`src/rtl/dmi_uart_bridge.sv`:
```
// Byte-serial UART front end for a RISC-V DMI port: parses read/write command frames,
// issues one DMI request at a time and streams the status (and read data) back over UART.
module dmi_uart_bridge #(
  parameter int unsigned TIMEOUT_CYCLES = 41667
) (
  input  logic        clk_i,
  input  logic        rst_ni,
  input  logic        rx_valid_i,
  input  logic [7:0]  rx_data_i,
  output logic        tx_valid_o,
  output logic [7:0]  tx_data_o,
  input  logic        tx_ready_i,
  output logic        dmi_req_valid_o,
  input  logic        dmi_req_ready_i,
  output logic [1:0]  dmi_req_op_o,
  output logic [6:0]  dmi_req_addr_o,
  output logic [31:0] dmi_req_data_o,
  input  logic        dmi_resp_valid_i,
  output logic        dmi_resp_ready_o,
  input  logic [31:0] dmi_resp_data_i,
  input  logic [1:0]  dmi_resp_resp_i,
  output logic        rx_overrun_o
);

  localparam logic [19:0] TIMEOUT_LIM = 20'(TIMEOUT_CYCLES);
  localparam logic [1:0]  OP_READ     = 2'd1;
  localparam logic [1:0]  OP_WRITE    = 2'd2;

  typedef enum logic [2:0] {
    S_IDLE, S_ADDR, S_DATA, S_REQ, S_RESP, S_TX_STAT, S_TX_DATA, S_TX_ERR
  } state_e;

  state_e      state_q, state_d;
  logic [1:0]  op_q, op_d;
  logic [6:0]  addr_q, addr_d;
  logic [31:0] wdata_q, wdata_d;
  logic [31:0] rdata_q, rdata_d;
  logic [1:0]  resp_q, resp_d;
  logic [1:0]  cnt_q, cnt_d;
  logic [19:0] timer_q, timer_d;
  logic        overrun_q, overrun_d;

  always_ff @(posedge clk_i or negedge rst_ni) begin
    if (!rst_ni) begin
      state_q   <= S_IDLE;
      op_q      <= 2'd0;
      addr_q    <= 7'd0;
      wdata_q   <= 32'd0;
      rdata_q   <= 32'd0;
      resp_q    <= 2'd0;
      cnt_q     <= 2'd0;
      timer_q   <= 20'd0;
      overrun_q <= 1'b0;
    end else begin
      state_q   <= state_d;
      op_q      <= op_d;
      addr_q    <= addr_d;
      wdata_q   <= wdata_d;
      rdata_q   <= rdata_d;
      resp_q    <= resp_d;
      cnt_q     <= cnt_d;
      timer_q   <= timer_d;
      overrun_q <= overrun_d;
    end
  end

  always_comb begin
    state_d          = state_q;
    op_d             = op_q;
    addr_d           = addr_q;
    wdata_d          = wdata_q;
    rdata_d          = rdata_q;
    resp_d           = resp_q;
    cnt_d            = cnt_q;
    timer_d          = 20'd0;
    overrun_d        = overrun_q;
    tx_valid_o       = 1'b0;
    tx_data_o        = 8'h00;
    dmi_req_valid_o  = 1'b0;
    dmi_resp_ready_o = 1'b0;

    case (state_q)
      S_IDLE: begin
        if (rx_valid_i) begin
          if (rx_data_i == 8'h01) begin
            op_d    = OP_READ;
            state_d = S_ADDR;
          end else if (rx_data_i == 8'h02) begin
            op_d    = OP_WRITE;
            state_d = S_ADDR;
          end else if (rx_data_i != 8'h00) begin
            state_d = S_TX_ERR;
          end
        end
      end
      S_ADDR: begin
        if (rx_valid_i) begin
          addr_d  = rx_data_i[6:0];
          cnt_d   = 2'd0;
          state_d = (op_q == OP_READ) ? S_REQ : S_DATA;
        end else begin
          timer_d = timer_q + 20'd1;
          if (timer_d == TIMEOUT_LIM) begin
            timer_d = 20'd0;
            state_d = S_IDLE;
          end
        end
      end
      S_DATA: begin
        // A byte arriving on the expiry cycle takes priority over the timeout.
        if (rx_valid_i) begin
          wdata_d[{cnt_q, 3'b000} +: 8] = rx_data_i;
          if (cnt_q == 2'd3) begin
            cnt_d   = 2'd0;
            state_d = S_REQ;
          end else begin
            cnt_d = cnt_q + 2'd1;
          end
        end else begin
          timer_d = timer_q + 20'd1;
          if (timer_d == TIMEOUT_LIM) begin
            timer_d = 20'd0;
            cnt_d   = 2'd0;
            state_d = S_IDLE;
          end
        end
      end
      S_REQ: begin
        dmi_req_valid_o = 1'b1;
        if (dmi_req_ready_i) state_d = S_RESP;
      end
      S_RESP: begin
        dmi_resp_ready_o = 1'b1;
        if (dmi_resp_valid_i) begin
          resp_d  = dmi_resp_resp_i;
          rdata_d = dmi_resp_data_i;
          state_d = S_TX_STAT;
        end
      end
      S_TX_STAT: begin
        tx_valid_o = 1'b1;
        tx_data_o  = {6'b0, resp_q};
        if (tx_ready_i) begin
          cnt_d   = 2'd0;
          state_d = (op_q == OP_READ && resp_q == 2'd0) ? S_TX_DATA : S_IDLE;
        end
      end
      S_TX_DATA: begin
        tx_valid_o = 1'b1;
        tx_data_o  = rdata_q[{cnt_q, 3'b000} +: 8];
        if (tx_ready_i) begin
          if (cnt_q == 2'd3) begin
            cnt_d   = 2'd0;
            state_d = S_IDLE;
          end else begin
            cnt_d = cnt_q + 2'd1;
          end
        end
      end
      S_TX_ERR: begin
        tx_valid_o = 1'b1;
        tx_data_o  = 8'hEE;
        if (tx_ready_i) state_d = S_IDLE;
      end
      default: state_d = S_IDLE;
    endcase

    // Bytes arriving while a transaction is in flight are dropped and flagged.
    if (rx_valid_i && state_q != S_IDLE && state_q != S_ADDR && state_q != S_DATA) begin
      overrun_d = 1'b1;
    end
  end

  assign dmi_req_op_o   = op_q;
  assign dmi_req_addr_o = addr_q;
  assign dmi_req_data_o = wdata_q;
  assign rx_overrun_o   = overrun_q;

endmodule

```
`config.mk`:
```
export PLATFORM = sky130hd
export DESIGN_NAME = dmi_uart_bridge
export DESIGN_NICKNAME = d
export VERILOG_FILES = /design/src/rtl/dmi_uart_bridge.sv
export SDC_FILE = /design/constraint.sdc
export NUM_CORES = 1
export LEC_CHECK = 0
export ABC_AREA = 1
export CORE_UTILIZATION = 35
export DETAILED_ROUTE_END_ITERATION = 10
export SLEW_MARGIN = 20
export SYNTH_ARGS = -nofsm -noshare
export SYNTH_HDL_FRONTEND = slang
export SYNTH_SLANG_ARGS = --single-unit
```
`constraint.sdc`:
```
create_clock -name clk_i -period 3.3 [get_ports clk_i]
set_input_delay 0.99 -clock clk_i [delete_from_list [all_inputs] [get_ports clk_i]]
set_output_delay 0.99 -clock clk_i [all_outputs]
set_load 0.1 [all_outputs]
```
==> flow_summary_export.csv, run 1 <==
group,metric,value,unit
power,cellInternalPower,3.22,mW
clock_network,cts_root_buffer,"sky130_fd_sc_hd__clkbuf_16",
power,share_comb_of_total_power,51.6,%
power,power-per-cell-area,925,nW/um^2
grt,antenna_violations_before_repair,0,
sta,min_period,2930,ps
floorplan,die_wd,123,microns
grt,grt_max_degree,73,
routing,drt-total-wl,13500,microns
clock_network,worst_skew_pair.late_latency,340,ps
worst_setup_path,r2r-start,"cnt_q[1]",
sta,max-slew-margin-rel,40.7,%
floorplan,design.portCount,101,
worst_setup_path,critPathArrivalTime,1940,ps
finish,num-fill-cells,1392,
synthesis,yosys_register_bits,101,
finish,layout_common_cells,"sky130_fd_sc_hd__nand2_1 (133), sky130_fd_sc_hd__dfrtp_1 (101), sky130_fd_sc_hd__nor2_1 (73), sky130_fd_sc_hd__inv_1 (58)",
routing,drc,0,
synthesis,synthesis.yosys.warnings,0,
worst_setup_path,cp-start-kind,"flop",
floorplan,floorplan.die.height,123,microns
finish,n_antenna_cell,0,
floorplan,initial_core_util,36.4,%
sta,highest_clock_rate,0.341,GHz
power,share_clk_of_total_power,19.7,%
clock_network,holdBufCountCts,0,
power,switching_share,47.6,%
worst_setup_path,critPathKind,"flop to primary output",
grt,grt.overflow.total,0,
synthesis,synth_flop_cell,"sky130_fd_sc_hd__dfrtp_1",
finish,post_route_cells_drive_above_1_share,16.7,%
synthesis,synth_edf_count,0,
worst_setup_path,critPathBufInv,3,
clock_network,resized_gates_after_cts,0,
place,gp_congestion,0.866,
worst_setup_path,cp-startpoint,"state_q[0]",
worst_setup_path,critical_path.cell_chain,"inv_1 -> ha_1 -> nand2_1 -> inv_1 -> nand3_1 -> nand2_1 -> buf_12",
place,post-dp-hpwl,10100,microns
synthesis,synthesized_cell_area,5130,sq um
place,io_buffers,100,
status,status,"completed",
grt,grt_first_pass_wirelength,22300,microns
clock_network,cts.path.max_buffers,2,
worst_setup_path,critical_path.max_stage_delay,410,ps
worst_setup_path,critical_path_peak_fanout,7,
grt,vias_in_the_first_global_route,4500,
finish,finalNetCount,769,
routing,num_vias,4500,
synthesis,syn_nets,673,
sta,setup_violations,0,
sta,fin_worst_skew,5.23,ps
worst_setup_path,worstPathRequired,2310,ps
sta,slew_violations,0,
synthesis,synth_async_sr_flop_share,100,%
power,sequentialPowerShare,28.7,%
clock_network,htree_levels,3,
routing,antenna_violating_nets_post_route,0,
clock_network,cts.clk_slew.worst_paths,70,ps
worst_hold_path,hold_path.class,"flop to flop",
run,max_cap_viol_count,0,
worst_setup_path,setup.worst_path.end_class,"primary output",
synthesis,post_synth_inst_count,613,
sta,unrepaired_setup_endpoints_after_global_routing,"false",
worst_setup_path,critical_path.top_delay_family,"buffers and inverters",
clock_network,cts.sink_count,101,
worst_hold_path,min-delay-start,"timer_q[0]",
sta,totalNegativeSetupSlack,0,ps
finish,layout_commonest_cell,"sky130_fd_sc_hd__nand2_1",
floorplan,floorplan.rows,43,
sta,finalHoldViolCount,0,
clock_network,cts_setup_buffers,0,
synthesis,synthesis.area_per_instance,8.37,sq um
clock_network,tritoncts_clock_tree,"yes",
finish,layout.cells.non_filler,894,
power,power.leakage,3.19,nW
place,placed_cells,878,
routing,wire_per_inst,15.1,microns
grt,grt_use_total,19.0,%
routing,drtIter0Drc,356,
sta,post-route-period-util,88.8,%
synthesis,ys_types,36,
power,power.net_switching,2.92,mW
floorplan,floorplan.die_area,15200,sq um
clock_network,cts_inserted_buffers,9,
floorplan,coreArea,14100,sq um
power,power.ir.vdd_worst,1.11,mV
routing,vias_per_cell,5.03,
sta,worst_pin_slew,888,ps
synthesis,synth_seq_area_share,49.2,%
worst_setup_path,critPathSlowestCell,"sky130_fd_sc_hd__dfrtp_1",
routing,total_iterations_of_the_first_detailed_routing_run,5,
finish,post_synthesis_to_final_layout_area_growth,29.3,%
-- cell type report --
| class | count | area [sq um] | area share (%) |
|---|---|---|---|
| clock buffer | 10 | 229 | 3.45 |
| clock inverter | 6 | 111 | 1.68 |
| inverter | 62 | 233 | 3.51 |
| multi-input combinational | 430 | 2300 | 34.6 |
| sequential | 101 | 2530 | 38.1 |
| tap | 180 | 225 | 3.39 |
| timing repair buffer | 105 | 1020 | 15.3 |
-- worst register-to-register path: cells and delay by family (launching register included) --
family,cells,cell delay (ps)
adders and majority gates,1,590
buffers and inverters,1,350
DFF,1,350
and+or+nand+nor,3,1110
-- registers in the layout, summed over array words and instances, names as in the netlist --
signal / count
rdata_q: 32
state_q: 3
resp_q: 2
rx_overrun_o: 1
cnt_q: 2
dmi_req_op_o: 2
dmi_req_addr_o: 7
timer_q: 20
dmi_req_data_o: 32
-- through the flow --
step | setup slack [ps] | util [%] | area, sq um | hold WS, ps | power, mW
floorplan | 235 | - | 5140 | 454 | 4.05
global placement | 577 | 44.7 | 6300 | 471 | 4.92
CTS | 357 | 47.1 | 6640 | 489 | 6.20
global route | 192 | 47.1 | 6640 | 503 | 6.47
finish | 370 | 47.1 | 6640 | 487 | 6.14
detailed placement | 407 | 44.7 | 6300 | 478 | 4.97
-- Yosys cell counts (2+ instances only) --
| library cell | n | share of area, % |
|---|---|---|
| sky130_fd_sc_hd__a21oi_1 | 26 | 2.5 |
| sky130_fd_sc_hd__nor2_2 | 4 | 0.49 |
| sky130_fd_sc_hd__o21ai_1 | 3 | 0.29 |
| sky130_fd_sc_hd__nor2_4 | 2 | 0.44 |
| sky130_fd_sc_hd__inv_1 | 58 | 4.2 |
| sky130_fd_sc_hd__o21ai_0 | 50 | 4.9 |
| sky130_fd_sc_hd__ha_1 | 12 | 2.9 |
| sky130_fd_sc_hd__nand2_1 | 133 | 9.7 |
| sky130_fd_sc_hd__nor2_1 | 73 | 5.3 |
| sky130_fd_sc_hd__mux2_2 | 28 | 6.1 |
| sky130_fd_sc_hd__nor3_1 | 5 | 0.49 |
| sky130_fd_sc_hd__clkinv_1 | 3 | 0.22 |
| sky130_fd_sc_hd__nand4_1 | 22 | 2.7 |
| sky130_fd_sc_hd__nand3_1 | 44 | 4.3 |
| sky130_fd_sc_hd__nor4_1 | 2 | 0.24 |
| sky130_fd_sc_hd__nand2_2 | 3 | 0.37 |
| sky130_fd_sc_hd__nand3_2 | 4 | 0.78 |
| sky130_fd_sc_hd__xor2_1 | 5 | 0.85 |
| sky130_fd_sc_hd__xnor2_1 | 2 | 0.34 |
| sky130_fd_sc_hd__buf_2 | 4 | 0.39 |
| sky130_fd_sc_hd__dfrtp_1 | 101 | 49 |
| sky130_fd_sc_hd__clkbuf_1 | 15 | 1.1 |
-- logic make-up (layout without fill, tap and decap cells) --
group | count (synthesis) | count (layout) | synth area share (%)
AO/OA/AOI/OAI | 87 | 87 | 8.95
buffers and inverters | 82 | 183 | 6.09
adder cells (fa/ha/maj) | 12 | 12 | 2.93
XOR/XNOR | 7 | 7 | 1.19
flip-flops | 101 | 101 | 49.2
AND/OR/NAND/NOR | 296 | 296 | 25.5
multiplexers | 28 | 28 | 6.14
-- power groups by stage --
stage / combinational (mW) / sequential, mW / clock [mW]
2_1_floorplan: 1.67 / 2.38 / 0
3_3_place_gp: 3.16 / 1.77 / 0
3_5_place_dp: 3.18 / 1.78 / 0
4_1_cts: 3.19 / 1.76 / 1.24
5_1_grt: 3.38 / 1.80 / 1.29
6_report: 3.17 / 1.76 / 1.21
-- layer usage --
layer	vias to the layer above	GRT usage [%]	share of wire, %
met5	-	0	0
met4	0	4.74	0.93
met3	11	4.94	6.3
met2	126	31.1	48
met1	2162	24.9	45
li1	2201	-	-
-- worst paths after layout --
check	cells past startpoint	to	slack, ps
min in group asynchronous	1	timer_q[14]	570
max	7	tx_data_o[2]	370
min	1	timer_q[0]	490
min reg2reg	1	timer_q[0]	490
max in group asynchronous	2	rdata_q[8]	1990
max reg2reg	5	dmi_req_data_o[3]	840
Power figures use the tool's default switching activity.
==> inputs of run 2 (changes only) <==
--- a/config.mk
+++ b/config.mk
@@ -6,8 +6,12 @@
 export NUM_CORES = 1
 export LEC_CHECK = 0
 export ABC_AREA = 1
-export CORE_UTILIZATION = 35
+export CELL_PAD_IN_SITES_DETAIL_PLACEMENT = 0
+export CELL_PAD_IN_SITES_GLOBAL_PLACEMENT = 2
+export CORE_MARGIN = 1
+export CORE_UTILIZATION = 28
 export DETAILED_ROUTE_END_ITERATION = 10
+export PLACE_DENSITY_LB_ADDON = 0.1
 export SLEW_MARGIN = 20
 export SYNTH_ARGS = -nofsm -noshare
 export SYNTH_HDL_FRONTEND = slang
==> constraint.sdc (replaced) <==
create_clock -name clk_i -period 2.5 [get_ports clk_i]
set_input_delay 0.75 -clock clk_i [delete_from_list [all_inputs] [get_ports clk_i]]
set_output_delay 0.75 -clock clk_i [all_outputs]
set_load 0.1 [all_outputs]
==> flow_summary_export.csv, run 2 (synthesized netlist as in run 1, its figures left out) <==
group,metric,value,unit
routing,drtIter0Drc,237,
floorplan,floorplan.die_area,18900,sq um
power,switching_share,48.1,%
grt,vias_in_the_first_global_route,4424,
power,sequentialPowerShare,27.4,%
sta,min_period,2370,ps
power,power.leakage,3.27,nW
place,gp_congestion,0.759,
power,power.ir.vdd_worst,1.11,mV
sta,setup_violations,0,
run,max_cap_viol_count,0,
grt,grt_use_total,17.0,%
power,power.net_switching,4.06,mW
clock_network,worst_skew_pair.late_latency,360,ps
routing,drt-total-wl,15000,microns
clock_network,holdBufCountCts,0,
sta,max-slew-margin-rel,60.0,%
sta,worst_pin_slew,600,ps
routing,total_iterations_of_the_first_detailed_routing_run,4,
finish,n_antenna_cell,0,
grt,antenna_violations_before_repair,0,
place,pre_cts_slack,118,ps
power,totalPowerFinal,8.44,mW
power,power-per-cell-area,1220,nW/um^2
floorplan,coreArea,18000,sq um
power,share_clk_of_total_power,18.9,%
finish,post_route_cells_drive_above_1_share,20.5,%
status,status,"completed",
place,post-dp-hpwl,10900,microns
grt,grt.overflow.total,0,
worst_setup_path,cp-start-kind,"flop",
worst_setup_path,critical_path_peak_fanout,7,
power,share_comb_of_total_power,53.7,%
routing,wire_per_inst,15.7,microns
sta,fin_worst_skew,11.5,ps
routing,drc,0,
worst_setup_path,critPathMostFrequentCell,"sky130_fd_sc_hd__nand2_2",
worst_setup_path,critical_path.max_stage_delay,400,ps
worst_setup_path,setup.worst_path.end_class,"primary output",
routing,antenna_violating_nets_post_route,0,
sta,unrepaired_setup_endpoints_after_global_routing,"false",
worst_hold_path,hold_path.class,"input pin to async pin",
grt,grt_max_degree,102,
worst_setup_path,critPathKind,"flop to primary output",
finish,layout_commonest_cell,"sky130_fd_sc_hd__nand2_1",
sta,highest_clock_rate,0.422,GHz
clock_network,cts.path.max_buffers,2,
floorplan,initial_core_util,28.6,%
finish,layout_common_cells,"sky130_fd_sc_hd__nand2_1 (126), sky130_fd_sc_hd__dfrtp_1 (100), sky130_fd_sc_hd__nor2_1 (72), sky130_fd_sc_hd__buf_4 (58), sky130_fd_sc_hd__inv_1 (56)",
finish,final_core_util,38.4,%
finish,post_synthesis_to_final_layout_area_growth,34.5,%
finish,design_area,6900,sq um
floorplan,design.portCount,101,
clock_network,tritoncts_clock_tree,"yes",
place,io_buffers,100,
sta,slew_violations,0,
power,cellInternalPower,4.39,mW
floorplan,floorplan.rows,49,
clock_network,cts_root_buffer,"sky130_fd_sc_hd__clkbuf_16",
floorplan,die_wd,137,microns
grt,grt_first_pass_wirelength,24000,microns
finish,num-fill-cells,1821,
finish,layout.cells.non_filler,957,
worst_setup_path,critical_path.top_delay_family,"flip-flops",
finish,finalNetCount,783,
sta,post-route-period-util,94.8,%
clock_network,htree_levels,3,
sta,finalHoldViolCount,0,
worst_setup_path,critPathSlowestCell,"sky130_fd_sc_hd__dfrtp_1",
worst_setup_path,critical_path.cell_chain,"inv_1 -> ha_2 -> nand2_2 -> inv_4 -> nand3_1 -> nand2_2 -> buf_12",
sta,post-route-worst-setup-slack,131,ps
clock_network,cts.sink_count,101,
place,placed_cells,940,
floorplan,floorplan.die.height,137,microns
clock_network,cts.clk_slew.worst_paths,80,ps
worst_setup_path,critPathArrivalTime,1620,ps
routing,vias_per_cell,4.72,
place,detailed_place.area,6530,sq um
clock_network,cts_inserted_buffers,9,
worst_setup_path,critPathBufInv,3,
routing,num_vias,4513,
worst_setup_path,worstPathRequired,1750,ps
## run 2: changes by cell type in the layout (fill, tap and decap cells not counted), sizes merged
cell,previous run,this run
buf,59,73
clkinv,5,3
clkinvlp,1,3
inv,59,61
bufinv,3,2
clkbuf,10,9
## run 2: area by class of cell
| class | count | area (sq um) | share of cell area (%) |
|---|---|---|---|
| tap | 229 | 287 | 4.15 |
| clock inverter | 7 | 104 | 1.50 |
| inverter | 62 | 240 | 3.48 |
| clock buffer | 9 | 225 | 3.26 |
| timing repair buffer | 119 | 1180 | 17.1 |
| sequential | 101 | 2530 | 36.6 |
| multi-input combinational | 430 | 2340 | 33.8 |
## run 2: worst register-to-register path, delay by kind of cell (launching register included)
kind                     cells  cell delay (ps)
adder cells (fa/ha/maj)      1              240
AND/OR/NAND/NOR             10             1350
flip-flops                   1              410
AO/OA/AOI/OAI                1               90
## run 2: worst paths after layout
check	end	cells after the start	from	slack, ps
setup / recovery	tx_data_o[7]	7	state_q[0]	130
hold / removal	timer_q[14]	2	rst_ni	430
setup reg to reg	timer_q[13]	12	timer_q[1]	290
hold reg to reg	timer_q[0]	1	timer_q[0]	490
max in group asynchronous	cnt_q[0]	2	rst_ni	1560
min in group clk_i	timer_q[0]	1	timer_q[0]	490
## run 2: layer usage
layer	wire, microns	up-vias	share of wire, %	track usage, %
met1	7400	2140	49	24.3
met4	258	0	1.7	5.98
met2	6500	115	43	24.8
met5	0	-	0	0
met3	885	17	5.9	3.83
li1	-	2241	-	-
## run 2: timing repair
action                                 in CTS  in global routing
gates resized for setup                     2                 11
buffers inserted                            0                  1
setup endpoints to repair                   7                  9
endpoints found under the hold margin       0                  0
## run 2: power groups by stage
stage	logic (mW)	clock network [mW]	registers (mW)
2_1_floorplan	2.26	0	3.14
3_3_place_gp	4.51	0	2.33
3_5_place_dp	4.50	0	2.34
4_1_cts	4.52	1.65	2.31
5_1_grt	4.85	1.72	2.38
6_report	4.53	1.60	2.31
## run 2: stage by stage
step           TNS, ps  hold slack [ps]
2_1_floorplan    -35.0              454
3_3_place_gp         0              477
3_5_place_dp         0              482
4_1_cts              0              484
5_1_grt              0              502
6_report             0              430
